### src/rtl/decoder_2x4_scan_ctrl_if.sv
// rtl/decoder_2x4_scan_ctrl_if.sv - control/status bundle between a host and the decoder select sequencer
//
// Purpose: groups the scanner controls (en, mode, start, dwell, blank,
// force_en, force_sel) and the registered decoder-side outputs (a, b,
// dec_en, busy, done) into one bundle.
// Modports:
//   master - host side: drives the controls, observes the outputs
//   slave  - sequencer side: receives the controls, drives the outputs
interface decoder_2x4_scan_ctrl_if #(
    parameter int DWELL_W = 16,
    parameter int BLANK_W = 8
);
    logic               en;
    logic               mode;
    logic               start;
    logic [DWELL_W-1:0] dwell;
    logic [BLANK_W-1:0] blank;
    logic               force_en;
    logic [1:0]         force_sel;
    logic               a;
    logic               b;
    logic               dec_en;
    logic               busy;
    logic               done;

    modport master (
        output en, mode, start, dwell, blank, force_en, force_sel,
        input  a, b, dec_en, busy, done
    );

    modport slave (
        input  en, mode, start, dwell, blank, force_en, force_sel,
        output a, b, dec_en, busy, done
    );
endinterface

### src/rtl/decoder_2x4_scan_ctrl.sv
// rtl/decoder_2x4_scan_ctrl.sv - registered select sequencer driving a 2-to-4 decoder
//
// Purpose: steps the decoder select code {a,b} through 00,01,10,11 with a
// programmable dwell per code and an optional blanking gap, in continuous
// or single-sweep mode, with a manual force override.
// Ports:
//   clk  - system clock, rising edge
//   rst  - synchronous active-high reset
//   bus  - slave side of decoder_2x4_scan_ctrl_if (controls in, outputs out)
module decoder_2x4_scan_ctrl #(
    parameter int DWELL_W = 16,
    parameter int BLANK_W = 8
) (
    input  logic                          clk,
    input  logic                          rst,
    decoder_2x4_scan_ctrl_if.slave        bus
);
    localparam int CNT_W = (DWELL_W > BLANK_W) ? DWELL_W : BLANK_W;

    localparam logic [1:0] ST_IDLE  = 2'd0;
    localparam logic [1:0] ST_DRIVE = 2'd1;
    localparam logic [1:0] ST_BLANK = 2'd2;

    logic [1:0]       state_q, state_d;
    logic [1:0]       idx_q, idx_d;
    logic [CNT_W-1:0] cnt_q, cnt_d;
    logic             a_q, a_d;
    logic             b_q, b_d;
    logic             dec_en_q, dec_en_d;
    logic             busy_q, busy_d;
    logic             done_q, done_d;

    logic             advance;
    logic             sweep_end;
    logic [CNT_W-1:0] dwell_ld;
    logic [CNT_W-1:0] blank_ld;

    // A dwell of zero still shows the code for one cycle.
    assign dwell_ld = (bus.dwell == '0) ? CNT_W'(1) : CNT_W'(bus.dwell);
    assign blank_ld = CNT_W'(bus.blank);

    // The counter holds the cycles left in the current state including the
    // present one, so the state ends on the edge where it reads 1.
    always_comb begin
        state_d   = state_q;
        idx_d     = idx_q;
        cnt_d     = cnt_q;
        advance   = 1'b0;
        sweep_end = 1'b0;

        if (!bus.en) begin
            state_d = ST_IDLE;
            idx_d   = 2'd0;
            cnt_d   = '0;
        end else if (bus.force_en) begin
            // Frozen: state, index and remaining count are held.
            state_d = state_q;
        end else begin
            case (state_q)
                ST_IDLE: begin
                    if (!bus.mode || bus.start) begin
                        state_d = ST_DRIVE;
                        idx_d   = 2'd0;
                        cnt_d   = dwell_ld;
                    end
                end
                ST_DRIVE: begin
                    if (cnt_q > CNT_W'(1)) begin
                        cnt_d = cnt_q - CNT_W'(1);
                    end else if (bus.blank != '0) begin
                        state_d = ST_BLANK;
                        cnt_d   = blank_ld;
                    end else begin
                        advance = 1'b1;
                    end
                end
                ST_BLANK: begin
                    if (cnt_q > CNT_W'(1)) begin
                        cnt_d = cnt_q - CNT_W'(1);
                    end else begin
                        advance = 1'b1;
                    end
                end
                default: begin
                    state_d = ST_IDLE;
                    idx_d   = 2'd0;
                    cnt_d   = '0;
                end
            endcase

            if (advance) begin
                if (idx_q == 2'd3) begin
                    sweep_end = 1'b1;
                    // mode is only looked at here, so a mid-sweep switch to
                    // single mode lets the current sweep finish.
                    if (!bus.mode) begin
                        state_d = ST_DRIVE;
                        idx_d   = 2'd0;
                        cnt_d   = dwell_ld;
                    end else begin
                        state_d = ST_IDLE;
                        idx_d   = 2'd0;
                        cnt_d   = '0;
                    end
                end else begin
                    state_d = ST_DRIVE;
                    idx_d   = idx_q + 2'd1;
                    cnt_d   = dwell_ld;
                end
            end
        end
    end

    // Outputs are registered from the next state so they track it with
    // exactly one edge of latency from the sampled inputs.
    always_comb begin
        a_d      = 1'b0;
        b_d      = 1'b0;
        dec_en_d = 1'b0;
        if (bus.force_en) begin
            a_d      = bus.force_sel[1];
            b_d      = bus.force_sel[0];
            dec_en_d = 1'b1;
        end else if (state_d != ST_IDLE) begin
            a_d      = idx_d[1];
            b_d      = idx_d[0];
            dec_en_d = (state_d == ST_DRIVE);
        end
        busy_d = (state_d != ST_IDLE);
        done_d = sweep_end;
    end

    always_ff @(posedge clk) begin
        if (rst) begin
            state_q  <= ST_IDLE;
            idx_q    <= 2'd0;
            cnt_q    <= '0;
            a_q      <= 1'b0;
            b_q      <= 1'b0;
            dec_en_q <= 1'b0;
            busy_q   <= 1'b0;
            done_q   <= 1'b0;
        end else begin
            state_q  <= state_d;
            idx_q    <= idx_d;
            cnt_q    <= cnt_d;
            a_q      <= a_d;
            b_q      <= b_d;
            dec_en_q <= dec_en_d;
            busy_q   <= busy_d;
            done_q   <= done_d;
        end
    end

    assign bus.a      = a_q;
    assign bus.b      = b_q;
    assign bus.dec_en = dec_en_q;
    assign bus.busy   = busy_q;
    assign bus.done   = done_q;
endmodule

### src/flat_wrapper.sv
// flat-port wrapper written by rule: the top's interface ports become plain ports
module decoder_2x4_scan_ctrl_flat 
#(
    parameter int DWELL_W = 16,
    parameter int BLANK_W = 8
)
  (clk, rst, bus_en, bus_mode, bus_start, bus_dwell, bus_blank, bus_force_en, bus_force_sel, bus_a, bus_b, bus_dec_en, bus_busy, bus_done);
  decoder_2x4_scan_ctrl_if #(.DWELL_W(DWELL_W), .BLANK_W(BLANK_W)) bus_i ();
  input  logic clk;
  input  logic rst;
  input wire logic [$bits(bus_i.en)-1:0] bus_en;
  input wire logic [$bits(bus_i.mode)-1:0] bus_mode;
  input wire logic [$bits(bus_i.start)-1:0] bus_start;
  input wire logic [$bits(bus_i.dwell)-1:0] bus_dwell;
  input wire logic [$bits(bus_i.blank)-1:0] bus_blank;
  input wire logic [$bits(bus_i.force_en)-1:0] bus_force_en;
  input wire logic [$bits(bus_i.force_sel)-1:0] bus_force_sel;
  output wire logic [$bits(bus_i.a)-1:0] bus_a;
  output wire logic [$bits(bus_i.b)-1:0] bus_b;
  output wire logic [$bits(bus_i.dec_en)-1:0] bus_dec_en;
  output wire logic [$bits(bus_i.busy)-1:0] bus_busy;
  output wire logic [$bits(bus_i.done)-1:0] bus_done;
  assign bus_i.en = bus_en;
  assign bus_i.mode = bus_mode;
  assign bus_i.start = bus_start;
  assign bus_i.dwell = bus_dwell;
  assign bus_i.blank = bus_blank;
  assign bus_i.force_en = bus_force_en;
  assign bus_i.force_sel = bus_force_sel;
  assign bus_a = bus_i.a;
  assign bus_b = bus_i.b;
  assign bus_dec_en = bus_i.dec_en;
  assign bus_busy = bus_i.busy;
  assign bus_done = bus_i.done;
  decoder_2x4_scan_ctrl #(.DWELL_W(DWELL_W), .BLANK_W(BLANK_W)) u_core (.clk(clk), .rst(rst), .bus(bus_i));
endmodule
### config.mk
export PLATFORM = sky130hd
export DESIGN_NAME = decoder_2x4_scan_ctrl_flat
export DESIGN_NICKNAME = d
export VERILOG_FILES = /design/src/rtl/decoder_2x4_scan_ctrl_if.sv /design/src/rtl/decoder_2x4_scan_ctrl.sv /design/src/flat_wrapper.sv
export SDC_FILE = /design/constraint.sdc
export NUM_CORES = 1
export LEC_CHECK = 0
export ABC_AREA = 1
export CORE_MARGIN = 8
export CORE_UTILIZATION = 30
export DETAILED_ROUTE_END_ITERATION = 16
export PLACE_DENSITY_LB_ADDON = 0.25
export SYNTH_ARGS = -nofsm -noshare
export SYNTH_HDL_FRONTEND = slang
export SYNTH_SLANG_ARGS = --single-unit
### constraint.sdc
create_clock -name clk -period 2.26 [get_ports clk]
set_input_delay 0.452 -clock clk [delete_from_list [all_inputs] [get_ports clk]]
set_output_delay 0.452 -clock clk [all_outputs]
set_load 0.1 [all_outputs]
; ---- After elaboration in Yosys (flattened, before gate mapping)
; Cells that the tools add are included.
; Widths: inputs -> output; s select.
[classes]
magnitude_cmp = 1
bitwise_logic = 3
addsub = 2
n_eq_ne = 7
muxes = 37
reduce_logical = 10
[op_table]
columns = cell, n
row1 = $mux 16, 8
row2 = $pmux 16 s3, 1
row3 = $mux 2, 11
row4 = $gt 16x1->1 const B, 1
row5 = $logic_not 16->1, 1
row6 = $sub 16x1->16 const B, 1
row7 = $mux 1, 14
row8 = $reduce_bool 8->1, 1
row9 = $ne 3x1->1 const B, 2
row10 = $pmux 2 s3, 1
row11 = $eq 2x1->1 const B, 2
row12 = $eq 2x2->1 const B, 2
row13 = $ne 4x1->1 const B, 1
row14 = $pmux 2 s2, 1
row15 = $reduce_and 4->1, 1
row16 = $reduce_or 2->1, 2
row17 = $reduce_or 4->1, 1
row18 = $not 1->1, 3
row19 = $add 2x1->2 const B, 1
row20 = $logic_not 2->1, 1
row21 = $pmux 1 s2, 1
row22 = $reduce_bool 2->1, 1
row23 = $logic_not 1->1, 1
row24 = $logic_or 1x1->1, 1
[totals]
register_bits = 25
inputBits = 32
elab_cells = 68
output_inout_bits = 5

; ---- Longest topological paths before layout
[depth]
ltp_word = 12
ltp_mapped = 15
depth_no_buf = 15

; ---- Worst setup path after synthesis
; Ideal clock, no wire load.
[synth_path]
path_kind = register -> register
start = reg u_core.cnt_q[0]
end = reg u_core.b_q, in the netlist u_core.bus.b
setup_slack_ns = 0.568
path_stages_with_launch = 16
setup_time_ns = 0.113
required_time_ns = 2.147
arrival_ns = 1.579
synth_period_minus_slack_ns = 1.692
path_buffers = 0
cell_sequence = dfxtp_1 -> inv_1 -> ha_1 -> nor2_1 -> nor2_1 -> nand2_1 -> nor2_2 -> nand3_2 -> nand2_2 -> inv_2 -> nand2_2 -> nand2_2 -> nand2_2 -> nand2_1 -> nand3_1 -> nand2_1
[synth_via]
elab_chain_len = 11
elab_cells_between_ends = 17
classes_between = 1 x order compare / 15 x mux / 1 x reduce/logical
[synth_rtl]
columns = item, line
row1 = start: declaration, decoder_2x4_scan_ctrl.sv:26  ; logic [CNT_W-1:0] cnt_q, cnt_d;
row2 = start signal: assignment, decoder_2x4_scan_ctrl.sv:146  ; cnt_q <= cnt_d;
row3 = $gt 16x1->1 *, "decoder_2x4_scan_ctrl.sv:68, decoder_2x4_scan_ctrl.sv:78"
row4 = "$mux 1, on equally long branches", "decoder_2x4_scan_ctrl.sv:78, decoder_2x4_scan_ctrl.sv:68"
row5 = $pmux 1 s2, decoder_2x4_scan_ctrl.sv:59  ; case (state_q)
row6 = $mux 1, decoder_2x4_scan_ctrl.sv:55  ; end else if (bus.force_en) begin
row7 = $mux 1, decoder_2x4_scan_ctrl.sv:51  ; if (!bus.en) begin
row8 = $mux 2, decoder_2x4_scan_ctrl.sv:91  ; if (advance) begin
row9 = $mux 2, decoder_2x4_scan_ctrl.sv:55
row10 = $mux 2, decoder_2x4_scan_ctrl.sv:51
row11 = $reduce_bool 2->1, decoder_2x4_scan_ctrl.sv:124  ; end else if (state_d != ST_IDLE) begin
row12 = $mux 1 *, decoder_2x4_scan_ctrl.sv:124
row13 = $mux 1 *, decoder_2x4_scan_ctrl.sv:120  ; if (bus.force_en) begin
row14 = end signal: assignment, decoder_2x4_scan_ctrl.sv:139  ; b_q <= 1'b0;
row15 = end signal: assignment, decoder_2x4_scan_ctrl.sv:148  ; b_q <= b_d;
row16 = end: declaration, decoder_2x4_scan_ctrl.sv:28  ; logic b_q, b_d;
; Every way passes the cells marked *; elsewhere a longest branch is shown, timed or not. The select of a mux whose other input is x is not followed.
; A chain may end at the register's enable or synchronous reset.

; ---- Worst setup path in the final report
[layout_path]
start = reg u_core.cnt_q[0]
end = reg u_core.cnt_q[8]
[layout_via]
elab_chain_len = 7
elab_cells_between_ends = 15
classes_between = 1 x add/sub / 1 x order compare / 3 x eq/ne / 9 x mux / 1 x reduce/logical
[layout_rtl]
columns = item, line
row1 = $gt 16x1->1, "decoder_2x4_scan_ctrl.sv:68, decoder_2x4_scan_ctrl.sv:78"
row2 = "$mux 1, on equally long branches", "decoder_2x4_scan_ctrl.sv:78, decoder_2x4_scan_ctrl.sv:68"
row3 = $pmux 1 s2, decoder_2x4_scan_ctrl.sv:59
row4 = $mux 1, decoder_2x4_scan_ctrl.sv:55
row5 = $mux 1, decoder_2x4_scan_ctrl.sv:51
row6 = $ne 4x1->1 (no source line) or $ne 3x1->1 (tied branches), -
row7 = $reduce_and 4->1 (no source line), -
; Parallel ways exist; a longest one is shown, timed or not. The select of a mux whose other input is x is not followed.

==> metrics.md <==
| Metric | Value |
|---|---|
| Run status | finished, final reports clean |
| FP Rows | 31 |
| Share of synthesized registers carrying an async set or reset | 0% |
| Slew @ Worst Pin | 0.356 ns |
| RePlAce Congestion | 0.849 |
| H-Tree Depth | 1 |
| Clk buf depth | 2 |
| Post-CTS Setup Repair Bufs | 0 |
| Tot Pwr | 0.00125 W |
| Filler instances | 791 |
| Worst Hold Class | flip-flop to flip-flop |
| Register Area | 500 sq um |
| Tot GR Track Use | 12.8% |
| Avg Cell Area, Syn | 6.01 sq um |
| Mapped Area | 2190 sq um |
| Antenna-violating nets left | 0 |
| Slew margin rel. | 76.2% |
| Routed via count | 2345 |
| Starting density of the core | 30.5% |
| Cells after Synth | 364 |
| Number of synthesized flops with an enable pin | 0 |
| Top cells by count, synth | nand2_1 (105), inv_1 (46), nor2_1 (41) |
| Max-Cap Viols | 0 |
| Fin crit period | 1.98 ns |
| Area leader, netlist | dfxtp_1 |
| IO Pins | 37 |
| Ys Warns | 0 |
| Number of port buffers | 36 |
| Initial antenna violation count | 0 |
| Maximum number of pins on one net before global-route repair | 17 |
| # hold bufs at CTS | 0 |
| Area after DPL | 2720 sq um |
| CTS tree | built |
| Most numerous cell in the Yosys netlist | nand2_1 |
| Maximum vdd ir drop | 0.266 mV |
| CP endpoint kind | flip-flop |
| Sequential-to-total area share from yosys stat | 22.9% |
| Worst skew pair latency | 0.28 ns |
| RSZ-0062 raised after global routing | false |
| Post-synth top area share | 22.9% |
| Post-route cell area | 2770 sq um |
| Yosys cell types | 31 |
| Clock root cell | clkbuf_8 |
| Final #Nets | 451 |
| Initial DRC count | 85 |
| Vias per cell | 4.61 |
| Slew Viols, Final | 0 |
| Final setup TNS | 0 ns |
| WL final | 6370 um |
| Period Utilization, post-route | 87.7% |
| Post-Route Skew | 0.00912 ns |
| Mapped Nets | 404 |
| Seq cells post-synth | 25 |
| First-pass GRT wire length | 10700 um |
| Final setup viols | 0 |
| Hold Vio Cnt, Final | 0 |
| Critical path arrival | 2.17 ns |
| DR DRC count | 0 |
| Die X | 101 um |
| Post-detail-place hpwl | 4950 um |
| Die area | 10300 sq um |
| Clock slew at reported path FFs | 0.10 ns |
| Pre-antenna DRT Iters | 4 |
| Die H | 101 um |
| Post-layout util | 38.6% |
| Share of layout cells above drive strength 1 | 12.9% |
| Wirelength per Cell | 12.5 um |
| Fmax | 504 MHz |
| Clock sink total | 25 |
| Top_reg_cell synth | dfxtp_1 |
| CP max FO | 16 |
| CP Launch Type | flip-flop |
| Required @ worst endpoint | 2.44 ns |
| Total global routing overflow | 0 |
| CTS buffer count | 3 |
| Area Growth Syn to Fin | 26.5% |
| Kind of critical path | flip-flop to flip-flop |
| Area of the multi-input gates | 1430 sq um |
| Cell Pwr Density | 450 nW/um^2 |
| PostCTS Resize Cnt | 0 |
| Vias in the first global route | 2358 |
| Core area | 7180 sq um |
| Pleak | 1.32 nW |
| Ant diodes | 0 |
| Largest cells by area after synthesis | dfxtp_1 (23%), nand2_1 (18%), inv_1 (7.9%) |
## metal layers
layer,vias to the layer above,global-route usage [%],routed length (um)
met5,-,0,0
met4,0,2.86,30
met3,2,2.54,365
met2,49,22.2,2960
met1,1041,16.0,3010
li1,1253,-,-
## final cells by class
class	instances	area share [%]
clock buffer	4	1.63
inverter	53	7.28
multi-input combinational	279	51.5
sequential	25	18.1
tap	99	4.48
timing repair buffer	49	17.0
## cells in the final DEF, fill, tap and decap left out, types with 4 or more instances in the layout
master / n
nand2_2: 6
xor2_1: 5
nand2_1: 105
nor2_4: 4
clkdlybuf4s50_1: 31
inv_2: 4
buf_4: 16
nor2_1: 41
o21ai_0: 23
a22oi_1: 4
ha_1: 8
dfxtp_1: 25
a21oi_1: 24
nand4_1: 5
nand3_1: 30
a21oi_2: 4
inv_1: 46
## cell families (layout without fill, tap and decap cells)
logic type | count (synthesis) | after routing | synth area share [%]
xor+xnor | 5 | 5 | 2.00
buf+inv | 60 | 106 | 12.0
simple gates | 205 | 205 | 42.6
flops | 25 | 25 | 22.9
compound gates | 61 | 61 | 16.0
fa+ha+maj | 8 | 8 | 4.57
## worst paths after layout
kind                    from              end  slack (ns)  depth (start not counted)
min          u_core.idx_q[1]  u_core.idx_q[1]        0.55                          2
min reg2reg  u_core.idx_q[1]  u_core.idx_q[1]        0.55                          2
max reg2reg  u_core.cnt_q[0]  u_core.cnt_q[8]        0.28                         11
max          u_core.cnt_q[0]  u_core.cnt_q[8]        0.28                         11
## registers in the layout, summed over array words and instances, names as in the netlist
| name | flops |
|---|---|
| u_core.bus.a | 1 |
| u_core.bus.busy | 1 |
| u_core.bus.dec_en | 1 |
| u_core.cnt_q | 16 |
| u_core.idx_q | 2 |
| u_core.state_q | 2 |
| u_core.bus.done | 1 |
| u_core.bus.b | 1 |
## through the flow
| step | std cells | setup slack (ns) | hold slack, ns |
|---|---|---|---|
| after global routing | 509 | 0.0545 | 0.568 |
| after CTS | 509 | 0.266 | 0.550 |
| after global placement | 505 | 0.0503 | 0.536 |
| after floorplan | 364 | 0.568 | 0.501 |
| final | 509 | 0.278 | 0.550 |
| after detailed placement | 505 | 0.0219 | 0.536 |
## critical path: stages, from the launching register on
cell	delay, ns
dfxtp_1	0.32
inv_1	0.11
ha_1	0.31
o21ai_0	0.13
nor2_1	0.09
nand2_1	0.08
nand2_1	0.10
nand2_2	0.23
a22oi_1	0.22
o21ai_0	0.10
o21ai_0	0.14
inv_1	0.05
## power by group
| part | switching (W) | internal, W | leakage (nW) |
|---|---|---|---|
| sequential | 0.0000237 | 0.000462 | 0.205 |
| clock | 0.000156 | 0.000127 | 0.0228 |
| combinational | 0.000290 | 0.000188 | 1.09 |
(Power assumes the default switching activity.)
